<file path="config.mk">
export PLATFORM = sky130hd
export DESIGN_NAME = pu_bus_sequencer
export DESIGN_NICKNAME = d
export VERILOG_FILES = /design/src/rtl/pu_bus_sequencer_pkg.sv /design/src/rtl/seq_operand_fifo.sv /design/src/rtl/pu_bus_sequencer.sv
export SDC_FILE = /design/constraint.sdc
export NUM_CORES = 1
export LEC_CHECK = 0
export CAP_MARGIN = 20
export CORE_ASPECT_RATIO = 1.2
export CORE_MARGIN = 10
export CORE_UTILIZATION = 21
export CTS_CLUSTER_DIAMETER = 100
export DETAILED_ROUTE_END_ITERATION = 10
export GPL_ROUTABILITY_DRIVEN = 0
export GPL_TIMING_DRIVEN = 0
export PLACE_DENSITY = 0.78
export SETUP_SLACK_MARGIN = 0.15
export SLEW_MARGIN = 20
export SYNTH_ARGS = -nofsm -noshare
export SYNTH_HDL_FRONTEND = slang
export SYNTH_SLANG_ARGS = --single-unit
</file>
<file path="constraint.sdc">
create_clock -name clk -period 1.1 [get_ports clk]
set_input_delay 0.275 -clock clk [delete_from_list [all_inputs] [get_ports clk]]
set_output_delay 0.275 -clock clk [all_outputs]
set_load 0.01 [all_outputs]
</file>
<file path="src/rtl/pu_bus_sequencer_pkg.sv">
// pu_bus_sequencer_pkg: program-word layout and FSM encoding shared by the sequencer files.
// Program word = {last, oe, wr, sel}; the flag offsets below are counted above the sel field.
package pu_bus_sequencer_pkg;
    localparam int PW_SEL   = 0;
    localparam int PW_WR    = 0;
    localparam int PW_OE    = 1;
    localparam int PW_LAST  = 2;
    localparam int PW_FLAGS = 3;
    typedef enum logic [1:0] {IDLE, RUN, DRAIN, DONE} seq_state_e;
    function automatic int pw_width(int sel_w);
        return sel_w + PW_FLAGS;
    endfunction
endpackage

</file>
<file path="src/rtl/seq_operand_fifo.sv">
// seq_operand_fifo: 2-entry operand queue feeding the PU data/attr inputs.
// Ports: clk, rst (async active-low), push_i/pop_i strobes, data_i in,
//        head_o oldest entry, count_o occupancy (0..2). Caller guarantees no
//        push when full and no pop when empty; push+pop together keeps count.
module seq_operand_fifo #(
    parameter int W = 36
) (
    input  logic         clk,
    input  logic         rst,
    input  logic         push_i,
    input  logic         pop_i,
    input  logic [W-1:0] data_i,
    output logic [W-1:0] head_o,
    output logic [1:0]   count_o
);
    logic [W-1:0] mem_q [2];
    logic         wr_ptr_q, wr_ptr_d;
    logic         rd_ptr_q, rd_ptr_d;
    logic [1:0]   count_q, count_d;
    always_comb begin
        wr_ptr_d = push_i ? ~wr_ptr_q : wr_ptr_q;
        rd_ptr_d = pop_i ? ~rd_ptr_q : rd_ptr_q;
        count_d  = count_q + {1'b0, push_i} - {1'b0, pop_i};
    end
    always_ff @(posedge clk or negedge rst) begin
        if (!rst) begin
            wr_ptr_q <= 1'b0;
            rd_ptr_q <= 1'b0;
            count_q  <= 2'd0;
        end else begin
            wr_ptr_q <= wr_ptr_d;
            rd_ptr_q <= rd_ptr_d;
            count_q  <= count_d;
        end
    end
    always_ff @(posedge clk) begin
        if (push_i) mem_q[wr_ptr_q] <= data_i;
    end
    assign head_o  = mem_q[rd_ptr_q];
    assign count_o = count_q;
endmodule

</file>
<file path="src/rtl/pu_bus_sequencer.sv">
// pu_bus_sequencer: microprogrammed bus initiator driving one PU's wr/oe/sel slave interface.
// Ports: clk, rst (async active-low); start/busy/done run control; op_valid/op_ready/
//        op_data/op_attr host operand push; signal_wr/oe/sel + pu_data_out/pu_attr_out
//        to the PU; pu_data_in/pu_attr_in from the PU; res_valid/res_data/res_attr result.
// The microprogram is an elaborated ROM image: word i sits at PROGRAM_INIT[i*PW_W +: PW_W].
module pu_bus_sequencer
    import pu_bus_sequencer_pkg::*;
#(
    parameter int DATA_WIDTH    = 32,
    parameter int ATTR_WIDTH    = 4,
    parameter int SEL_WIDTH     = 4,
    parameter int PROGRAM_DEPTH = 16,
    parameter logic [PROGRAM_DEPTH*(SEL_WIDTH+3)-1:0] PROGRAM_INIT = '0
) (
    input  logic                  clk,
    input  logic                  rst,
    input  logic                  start,
    output logic                  busy,
    output logic                  done,
    input  logic                  op_valid,
    output logic                  op_ready,
    input  logic [DATA_WIDTH-1:0] op_data,
    input  logic [ATTR_WIDTH-1:0] op_attr,
    output logic                  signal_wr,
    output logic                  signal_oe,
    output logic [SEL_WIDTH-1:0]  signal_sel,
    output logic [DATA_WIDTH-1:0] pu_data_out,
    output logic [ATTR_WIDTH-1:0] pu_attr_out,
    input  logic [DATA_WIDTH-1:0] pu_data_in,
    input  logic [ATTR_WIDTH-1:0] pu_attr_in,
    output logic                  res_valid,
    output logic [DATA_WIDTH-1:0] res_data,
    output logic [ATTR_WIDTH-1:0] res_attr
);
    localparam int PW_W = pw_width(SEL_WIDTH);
    localparam int PC_W = $clog2(PROGRAM_DEPTH);
    localparam int QW   = DATA_WIDTH + ATTR_WIDTH;
    seq_state_e            state_q, state_d;
    logic [PC_W-1:0]       pc_q, pc_d;
    logic [PW_W-1:0]       word;
    logic                  w_wr, w_oe, w_last, issue, pop, push;
    logic [SEL_WIDTH-1:0]  w_sel;
    logic [1:0]            count;
    logic [QW-1:0]         head;
    logic                  wr_q, wr_d, oe_q, oe_d, res_valid_q, res_valid_d;
    logic [SEL_WIDTH-1:0]  sel_q, sel_d;
    logic [QW-1:0]         pu_q, pu_d, res_q, res_d;
    assign word   = PROGRAM_INIT[pc_q*PW_W +: PW_W];
    assign w_sel  = word[PW_SEL +: SEL_WIDTH];
    assign w_wr   = word[SEL_WIDTH + PW_WR];
    assign w_oe   = word[SEL_WIDTH + PW_OE];
    assign w_last = word[SEL_WIDTH + PW_LAST];
    // A write step with no operand waiting stalls in place; the bus idles that cycle.
    assign issue    = (state_q == RUN) && !(w_wr && count == 2'd0);
    assign pop      = issue && w_wr;
    assign op_ready = count != 2'd2;
    assign push     = op_valid && op_ready;
    seq_operand_fifo #(.W(QW)) u_fifo (
        .clk     (clk),
        .rst     (rst),
        .push_i  (push),
        .pop_i   (pop),
        .data_i  ({op_attr, op_data}),
        .head_o  (head),
        .count_o (count)
    );
    always_comb begin
        state_d     = state_q;
        pc_d        = pc_q;
        wr_d        = issue && w_wr;
        oe_d        = issue && w_oe;
        sel_d       = issue ? w_sel : '0;
        pu_d        = pop ? head : '0;
        res_valid_d = oe_q;
        res_d       = oe_q ? {pu_attr_in, pu_data_in} : res_q;
        case (state_q)
            IDLE: begin
                state_d = start ? RUN : IDLE;
                pc_d    = start ? '0 : pc_q;
            end
            RUN: begin
                pc_d    = issue ? pc_q + 1'b1 : pc_q;
                state_d = (issue && (w_last || pc_q == PC_W'(PROGRAM_DEPTH - 1))) ? DRAIN : RUN;
            end
            DRAIN:   state_d = DONE;
            default: state_d = IDLE;
        endcase
    end
    always_ff @(posedge clk or negedge rst) begin
        if (!rst) begin
            state_q     <= IDLE;
            pc_q        <= '0;
            wr_q        <= 1'b0;
            oe_q        <= 1'b0;
            sel_q       <= '0;
            pu_q        <= '0;
            res_valid_q <= 1'b0;
            res_q       <= '0;
        end else begin
            state_q     <= state_d;
            pc_q        <= pc_d;
            wr_q        <= wr_d;
            oe_q        <= oe_d;
            sel_q       <= sel_d;
            pu_q        <= pu_d;
            res_valid_q <= res_valid_d;
            res_q       <= res_d;
        end
    end
    assign busy        = state_q == RUN || state_q == DRAIN;
    assign done        = state_q == DONE;
    assign signal_wr   = wr_q;
    assign signal_oe   = oe_q;
    assign signal_sel  = sel_q;
    assign {pu_attr_out, pu_data_out} = pu_q;
    assign res_valid   = res_valid_q;
    assign {res_attr, res_data} = res_q;
endmodule
</file>
Word-level counts from Yosys, hierarchy flattened
Memory sizes are Yosys's and may differ from the RTL's. Index checks and enable logic that the tools add are counted. W data, S select, Z words.

Add/sub/neg operators: 3. Multipliers: 1. Equality and inequality tests: 7. Shifts and indexed selects: 1. Mux-type cells: 10. Bitwise logic cells: 2. Reduce and logical (&&, ||, !) cells: 13.

Operators with widths (number): $shiftx A112 B8 Y7 const A (1); $mux W36 (1); $mux W4 (3); $pmux W4 S2 (1); $mul A4 B3 Y7 const B (1); $logic_and A1 B1 Y1 (6); $ne A2 B2 Y1 const B (3); $pmux W2 S3 (1); $add A4 B1 Y4 const B (1); $eq A2 B2 Y1 const B (2); $eq A4 B4 Y1 const B (1); $logic_not A2 Y1 (2); $mux W1 (3); $reduce_and A3 Y1 (1); $add A2 B1 Y2 (1); $eq A2 B1 Y1 const B (1); $logic_or A1 B1 Y1 (2); $mux W2 (1); $not A1 Y1 (2); $reduce_bool A2 Y1 (1); $sub A2 B1 Y2 (1); $logic_not A1 Y1 (1).

Flip-flop bits (word level): 89. RAM bits: 72. Memories kept: 1.

Memories: u_fifo.mem_q (words 2, bits a word 36, read ports 1, clocked after memory_dff 0, write ports 1, line seq_operand_fifo.sv:16) `logic [W-1:0] mem_q [2];`.

Longest topological paths before layout
Depth after elaboration: 8. Mapped depth: 6. Depth with buffers taken out: 5.

Modules after synthesis
Synthesis repeated with hierarchy kept, for this count alone.

Cell total of the unflattened synthesis: 243. Area, all modules: 3905.0 um^2.

Modules (own cells, without submodules): seq_operand_fifo (instances 1, cells each 125, area an instance 2934.1 um^2, seq. area each 2262.2 um^2); pu_bus_sequencer (instances 1, cells each 118, area an instance 970.9 um^2, seq. area each 150.1 um^2).

Least setup slack after synthesis
Ideal clock, no wire load.

Path kind: register to register. From: register state_q[1]. To: register pc_q[2]. Setup time: 0.121 ns. Arrival time: 1.109 ns. Required time: 0.979 ns. Setup slack: -0.130 ns. Cell stages (with the launch flop): 6. Path buffers: 0. Path through: dfrtp_1 -> inv_1 -> ha_1 -> nand2b_1 -> a21o_1 -> a22o_1.

Word-level cells in the longest chain between the ends: 4. Elaborated cells between the ends (all ways): 8. Classes of those cells: 3 x eq/ne; 1 x mux; 4 x reduce/logical.

Ends and longest elaborated chain: from (decl) (line pu_bus_sequencer.sv:38) `seq_state_e state_q, state_d;`; from (signal assigned) (line pu_bus_sequencer.sv:100) `state_q <= state_d;`; $eq A2 B1 Y1 (line pu_bus_sequencer.sv:54, pu_bus_sequencer.sv:76); $logic_and A1 B1 Y1 (line pu_bus_sequencer.sv:54) `assign issue = (state_q == RUN) && !(w_wr && count == 2'd0);`; $ne A2 B2 Y1 (no source line); $reduce_and A3 Y1 (no source line); to (signal assigned) (line pu_bus_sequencer.sv:101) `pc_q <= pc_d;`; to (decl) (line pu_bus_sequencer.sv:39) `logic [PC_W-1:0] pc_q, pc_d;`.

Several ways; a longest one is shown, not always the timed one. A chain may end at the register's enable or synchronous reset.

Final worst setup path
From: register state_q[0]. To: output port busy.

Word-level cells in the longest chain between the ends: 2. Elaborated cells between the ends (all ways): 3. Classes of those cells: 2 x eq/ne; 1 x reduce/logical.

Ends and longest elaborated chain: $eq A2 B1 Y1 / $eq A2 B2 Y1 (equally long branches) (line pu_bus_sequencer.sv:110) `assign busy = state_q == RUN || state_q == DRAIN;`; $logic_or A1 B1 Y1 * (line pu_bus_sequencer.sv:110); to (decl) (line pu_bus_sequencer.sv:18) `output logic busy,`.

Mark *: on every way between the ends. The rest lies on a longest branch, timed or not.

==> metrics.txt <==
outcome=finished with violations; violations in the final reports=negative setup slack; total of warnings raised by yosys=0; Critical Path, Cell by Cell=inv_2 > ha_4 > buf_6; synthesized flop and latch total=8; detailed placer's ending HPWL=2.019 mm; time the final worst path needs with I/O delays and setup=1.335 ns; number of hold buffers added after CTS=0; commonest non-fill, non-tap cells in the layout=84 x sky130_fd_sc_hd__buf_4, 79 x sky130_fd_sc_hd__conb_1, 8 x sky130_fd_sc_hd__dfrtp_1, 6 x sky130_fd_sc_hd__nand2_1, 5 x sky130_fd_sc_hd__buf_6; via density per instance=2.829; critical path class=reg2out; post-synth cell types=23; Syn-to-layout area delta=53.97%; hold violation count in the final report=0; width of the die=84.27 um; combined global-route utilization of all metal layers=5.473%; crit start category=flip-flop; number of antenna violations at the first check in global routing=0; wire length of the first global-routing pass=3.615 mm; Antenna Nets Post-Route=0; final setup fails=9; max-cap viol count=0; number of violations reported at the end of detailed-routing iteration 0=6; vias post-DR=778; number of global-route vias before repair=between 700 and 800; clk root buf=sky130_fd_sc_hd__clkbuf_8; DIE AREA=0.008185 mm2; final instance count without filler cells=275; height of the die=a little under 100 um; Hold Path Class=in2async; endpoint of the worst register-to-register path=state_q[0]; antenna diode instance count=0; endpoint arrival time on the critical path=1.06 ns; largest fanout on the critical path=3; final critical-path setup slack=-0.2347 ns; IO buf count=6; pin count of the biggest net entering global routing=9; post-detailed-routing wire length=2.328 mm; unrepaired setup endpoints after global routing=true; clock-pin slew on the worst setup and hold paths=0.04 ns; type of element capturing the critical path=output pin; FMAX=around 0.75 GHz; setup slack at placement=-0.4740 ns; total standard cell area after synthesis=0.001041 mm2; worst hold margin=0.3284 ns; leakage power figure=0.0009972 uW; Critical Path Max Stage Delay=0.41 ns; fin nets=just under 300; remaining design rule violation count=0; CTS H-tree depth=1; period utilisation layout=121.3%; clock tree from TritonCTS=built; starting density of the core=21.38%; total gr overflow=0; first-pass detailed-route iteration total=4; maximum vdd drop=0.6530 mV; required time worst endpoint=0.82 ns; Top Ports=158; number of instances in the synthesized netlist=121; clk sink count=8; share of final-layout standard cells stronger than drive strength 1=46.98%; core area=0.004870 mm2; Site Rows=28; post-synthesis sequential area ratio=about a fifth; power density normalized to cell area=1354 mW/mm2; post-synth top area share=56.97%; Levels on crit path=3; count of buffer and inverter cells on the critical path=2; Avg WL per Cell=roughly 8.5 um; Max clock buf depth=2; Post-Route Skew=roughly 0.002 ns; Skew-Pair Late Insertion Delay=between 0.2 and 0.25 ns; slowest stage cell, crit path=sky130_fd_sc_hd__dfrtp_1; Critical Path Start=state_q[0]; Cells after DPL=265; commonest non-fill, non-tap cell in the layout=sky130_fd_sc_hd__buf_4; depth of the worst register-to-register path=5; largest delay contributor family on the critical path=flip-flops; cell taking the most area after synthesis=sky130_fd_sc_hd__buf_4; CP Capture Point=busy; Sum Neg Setup Slack=-1.468 ns; top cells by area, synth=sky130_fd_sc_hd__buf_4 57%, sky130_fd_sc_hd__dfrtp_1 19%, sky130_fd_sc_hd__ha_1 6.0%, sky130_fd_sc_hd__nand2_1 2.2%, sky130_fd_sc_hd__mux2i_2 1.3%; number of CTS-inserted buffers=3; fill cell instance count of the final layout=approximately 530; minimum setup slack among reg-to-reg paths=-0.21 ns; Placed Area=0.001481 mm2; final-report max-slew violation count=0; mean instance size in the synthesized netlist=8.603 um2; reg-to-reg startpoint=state_q[0]; total non-filler cell area in the finished layout=~0.0016 mm2
## cells in the mapped netlist, drive strengths merged
master / count
nor2b: 2
a32o: 1
inv: 2
nor2: 2
nand3: 1
mux2: 1
conb: 1
o22ai: 1
a21o: 1
mux2i: 1
ha: 5
and3: 1
nand2b: 2
o211ai: 1
dfrtp: 8
a221oi: 1
a22o: 1
buf: 80
xnor2: 1
nand4b: 1
o21ai: 1
nand2: 6
## timing repair
item / 4_1_cts / 5_1_grt
setup endpoints to repair: 10 / 9
pin swaps: 3 / 3
setup buffers: 5 / 2
resized for setup: 20 / 3
## worst min-delay path by stage
stage / endpoint / cells past startpoint / slack, ns / startpoint
final: pc_q[0] / 1 / 0.33 / rst
after CTS: pc_q[0] / 1 / 0.33 / rst
after detailed placement: pc_q[0] / 1 / 0.49 / pc_q[0]
after global routing: pc_q[0] / 1 / 0.35 / rst
after floorplan: pc_q[0] / 0 / -0.02 / rst
after global placement: pc_q[0] / 1 / 0.48 / pc_q[0]
## kinds of logic (layout without fill, tap and decap cells)
logic type,after synthesis,in the layout,synth area share [%]
and+or+nand+nor,15,15,7.211
adders and majority gates,5,5,6.010
other,1,79,0.3602
buffers and inverters,82,98,58.77
muxes,2,2,2.403
xor gates and xnor gates,1,1,0.8415
DFF,8,8,19.23
AOI/OAI and AO/OA,7,7,5.169
## sequential cells by signal, summed over array words and instances, names as in the netlist
name	count
u_fifo.count_o	2
pc_q	4
state_q	2
## final cells by class
cell class                 instances  area (um2)  share of cell area, %
sequential                         8       200.2                  12.49
inverter                           2       7.507                 0.4684
tap                               60       75.07                  4.684
timing repair buffer              13       116.4                  7.260
multi-input combinational        109       558.0                  34.82
clock buffer                       3       41.29                  2.576
buffer                            80       604.3                  37.70
## per-layer routing
metal | GRT usage (%) | part of all wire (%) | up-vias
met3 | 6.879 | 25 | 6
met1 | 3.745 | 29 | 293
met4 | 1.677 | 1.7 | 0
met2 | 8.792 | 44 | 65
li1 | - | - | 414
met5 | 0 | 0 | -
## per-stage QoR
stage / power (uW) / utilization (%)
2_1_floorplan: 1402 / -
3_3_place_gp: 1567 / 30.42
3_5_place_dp: 1601 / 30.42
4_1_cts: 2088 / 32.37
5_1_grt: 2369 / 32.91
6_report: 2170 / 32.91
## worst reg2reg max path: stages, from the launching register on
cell and delay, ns:
sky130_fd_sc_hd__dfrtp_1 0.41, sky130_fd_sc_hd__buf_4 0.16, sky130_fd_sc_hd__ha_2 0.17, sky130_fd_sc_hd__buf_6 0.13
sky130_fd_sc_hd__a221oi_2 0.23, sky130_fd_sc_hd__nor2_1 0.09
## power by group
| group | internal, uW | switching, uW | leakage, uW |
|---|---|---|---|
| clock network | 236 | 100 | 0.0000216 |
| registers | 432 | 116 | 0.0000973 |
| logic | 725 | 562 | 0.000878 |
Power figures use the tool's default switching activity.
==> edit, RTL diff (same flow settings) <==
The 4 states of `seq_state_e` get a one-hot encoding in 4 bits.
--- a/src/rtl/pu_bus_sequencer_pkg.sv
+++ b/src/rtl/pu_bus_sequencer_pkg.sv
@@ -6,7 +6,7 @@
     localparam int PW_OE    = 1;
     localparam int PW_LAST  = 2;
     localparam int PW_FLAGS = 3;
-    typedef enum logic [1:0] {IDLE, RUN, DRAIN, DONE} seq_state_e;
+    typedef enum logic [3:0] {IDLE = 4'b0001, RUN = 4'b0010, DRAIN = 4'b0100, DONE = 4'b1000} seq_state_e;
     function automatic int pw_width(int sel_w);
         return sel_w + PW_FLAGS;
     endfunction
Behaviour: same outputs for any inputs over 10 cycles, from zero or initial values and one cycle with rst low; not proved beyond that.
==> edit against the original RTL <==
  * The run still ends with negative setup slack left
  * Power up 8.4%
  * Highest routed layer unchanged
  * Hold slack improved by 0.027 ns
  * Final area grew 13%
  * Clock power grew 20%
  * Sequential power is 3% higher
  * Area after synthesis up 8.3%
  * Worst setup slack got worse by 0.28 ns
  * Largest cell class unchanged
  * Wire length grew 15%
  * Sequential cell count is 2 higher
  * Utilization rose by 1.6 points
  * Via count rose by 9.9%
  * Synthesized cell count grew 5.0%
==> edit: results (changes against the original RTL) <==
final setup skew=0.00627 ns (+0.00431 ns); Worst Path Max Fanout=4 (+1); failing checks=negative setup slack; run status=complete, but fails checks; clock latency on the worst-skew pair=0.24 ns (+0.02 ns); Critical Path Max Stage Delay=0.38 ns (-0.03 ns); met2 layer wire length in the routed design=1260 microns (+23%); data arrival time of the critical path=1.73 ns (+0.67 ns); DP Cell Count=273 (+3.0%); R2R Path End=pc_q[3]; setup-violating endpoint count in the final report=10 (+1); Metal-1 WL=780 microns (+14%); number of vias per cell after detailed routing=2.96 (+4.6%); GRT Total Usage=5.59% (+0.12 points); first-pass GRT wire length=4040 microns (+12%); Worst IR Drop VDD=0.395 mV (-39%); met3 wirelength from detailed routing=596 microns (+2.8%); static power due to leakage=1.06 nW (+6.1%); synthesized instance count=127 (+5.0%); post-route worst setup slack=-0.512 ns (-0.277 ns); Nets=306 (+2.7%); detail-routed net length per standard cell=9.22 microns (+9.0%); vias in the first global route=842 (+6.2%); Seq/Total Area, Yosys=22.3% (+3.1 points); most frequent cells after synthesis=sky130_fd_sc_hd__buf_4, sky130_fd_sc_hd__dfrtp_1, sky130_fd_sc_hd__nor3_1, sky130_fd_sc_hd__o2bb2ai_1
==> edit: changes by cell type in the layout (fill, tap and decap cells not counted), sizes merged, moves of 2 or more <==
cell,before,now
buf,90,98
ha,5,2
nand2,6,1
nand3b,0,2
nor3,0,3
nor4b,0,2
o2bb2ai,0,3
xor2,0,2
==> edit: report_power, final <==
part | internal, mW | switching (mW) | total, mW
Combinational | 0.804 | 0.579 | 1.38
Sequential | 0.476 | 0.0910 | 0.567
Clock | 0.254 | 0.149 | 0.403
Total | 1.53 | 0.819 | 2.35
==> edit: worst max-delay path by stage <==
stage | startpoint | endpoint | slack (ns)
floorplan | state_q[2] | pc_q[3] | -0.44
detailed placement | start | pc_q[3] | -0.75
global route | state_q[2] | pc_q[3] | -0.54
finish | state_q[2] | pc_q[3] | -0.51
global placement | start | pc_q[3] | -0.73
CTS | state_q[2] | pc_q[3] | -0.51
==> edit: cell type report <==
type	instances	area share, %
tap	62	4.27
sequential	10	13.9
multi-input combinational	111	34.5
timing repair buffer	18	9.15
inverter	1	0.206
clock buffer	4	2.48
buffer	83	35.5
==> edit: metal layers <==
metal  up-vias  GRT usage [%]
li1        452              -
met1       342           4.32
met2        58           9.26
met3         3           5.51
met4         0           2.12
met5         -              0
==> edit: logic make-up (layout without fill, tap and decap cells) <==
logic type / Yosys count / in the layout / share of synthesized area [%]
fa+ha+maj: 2 / 2 / 2.22
compound gates: 7 / 7 / 5.55
flops: 10 / 10 / 22.3
simple gates: 18 / 18 / 10.4
other cells: 1 / 79 / 0.333
mux: 1 / 1 / 0.888
xor+xnor: 4 / 4 / 3.11
buf+inv: 84 / 106 / 55.2
==> edit: worst max-delay path, delay by kind of cell, from the launching register on <==
| family | cells | cell delay, ns |
|---|---|---|
| AOI/OAI and AO/OA | 1 | 0.29 |
| buffers and inverters | 2 | 0.26 |
| DFF | 1 | 0.38 |
| and+or+nand+nor | 2 | 0.56 |
==> edit: metrics by stage <==
stage	setup slack [ns]	hold slack, ns	power [mW]	instance area (sq um)	setup TNS [ns]
2_1_floorplan	-0.443	-0.0206	1.32	1450	-1.08
3_3_place_gp	-0.727	0.513	1.46	1590	-3.99
3_5_place_dp	-0.747	0.517	1.51	1590	-4.21
4_1_cts	-0.508	0.372	2.12	1710	-2.79
5_1_grt	-0.535	0.400	2.52	1820	-3.20
6_report	-0.512	0.355	2.35	1820	-2.76
==> edit: what timing repair did <==
action / 4_1_cts / 5_1_grt
pin swaps: 2 / 3
setup buffers: 7 / 5
endpoints found under the setup margin: 12 / 13
hold buffers: 0 / 0
gates resized for setup: 22 / 15
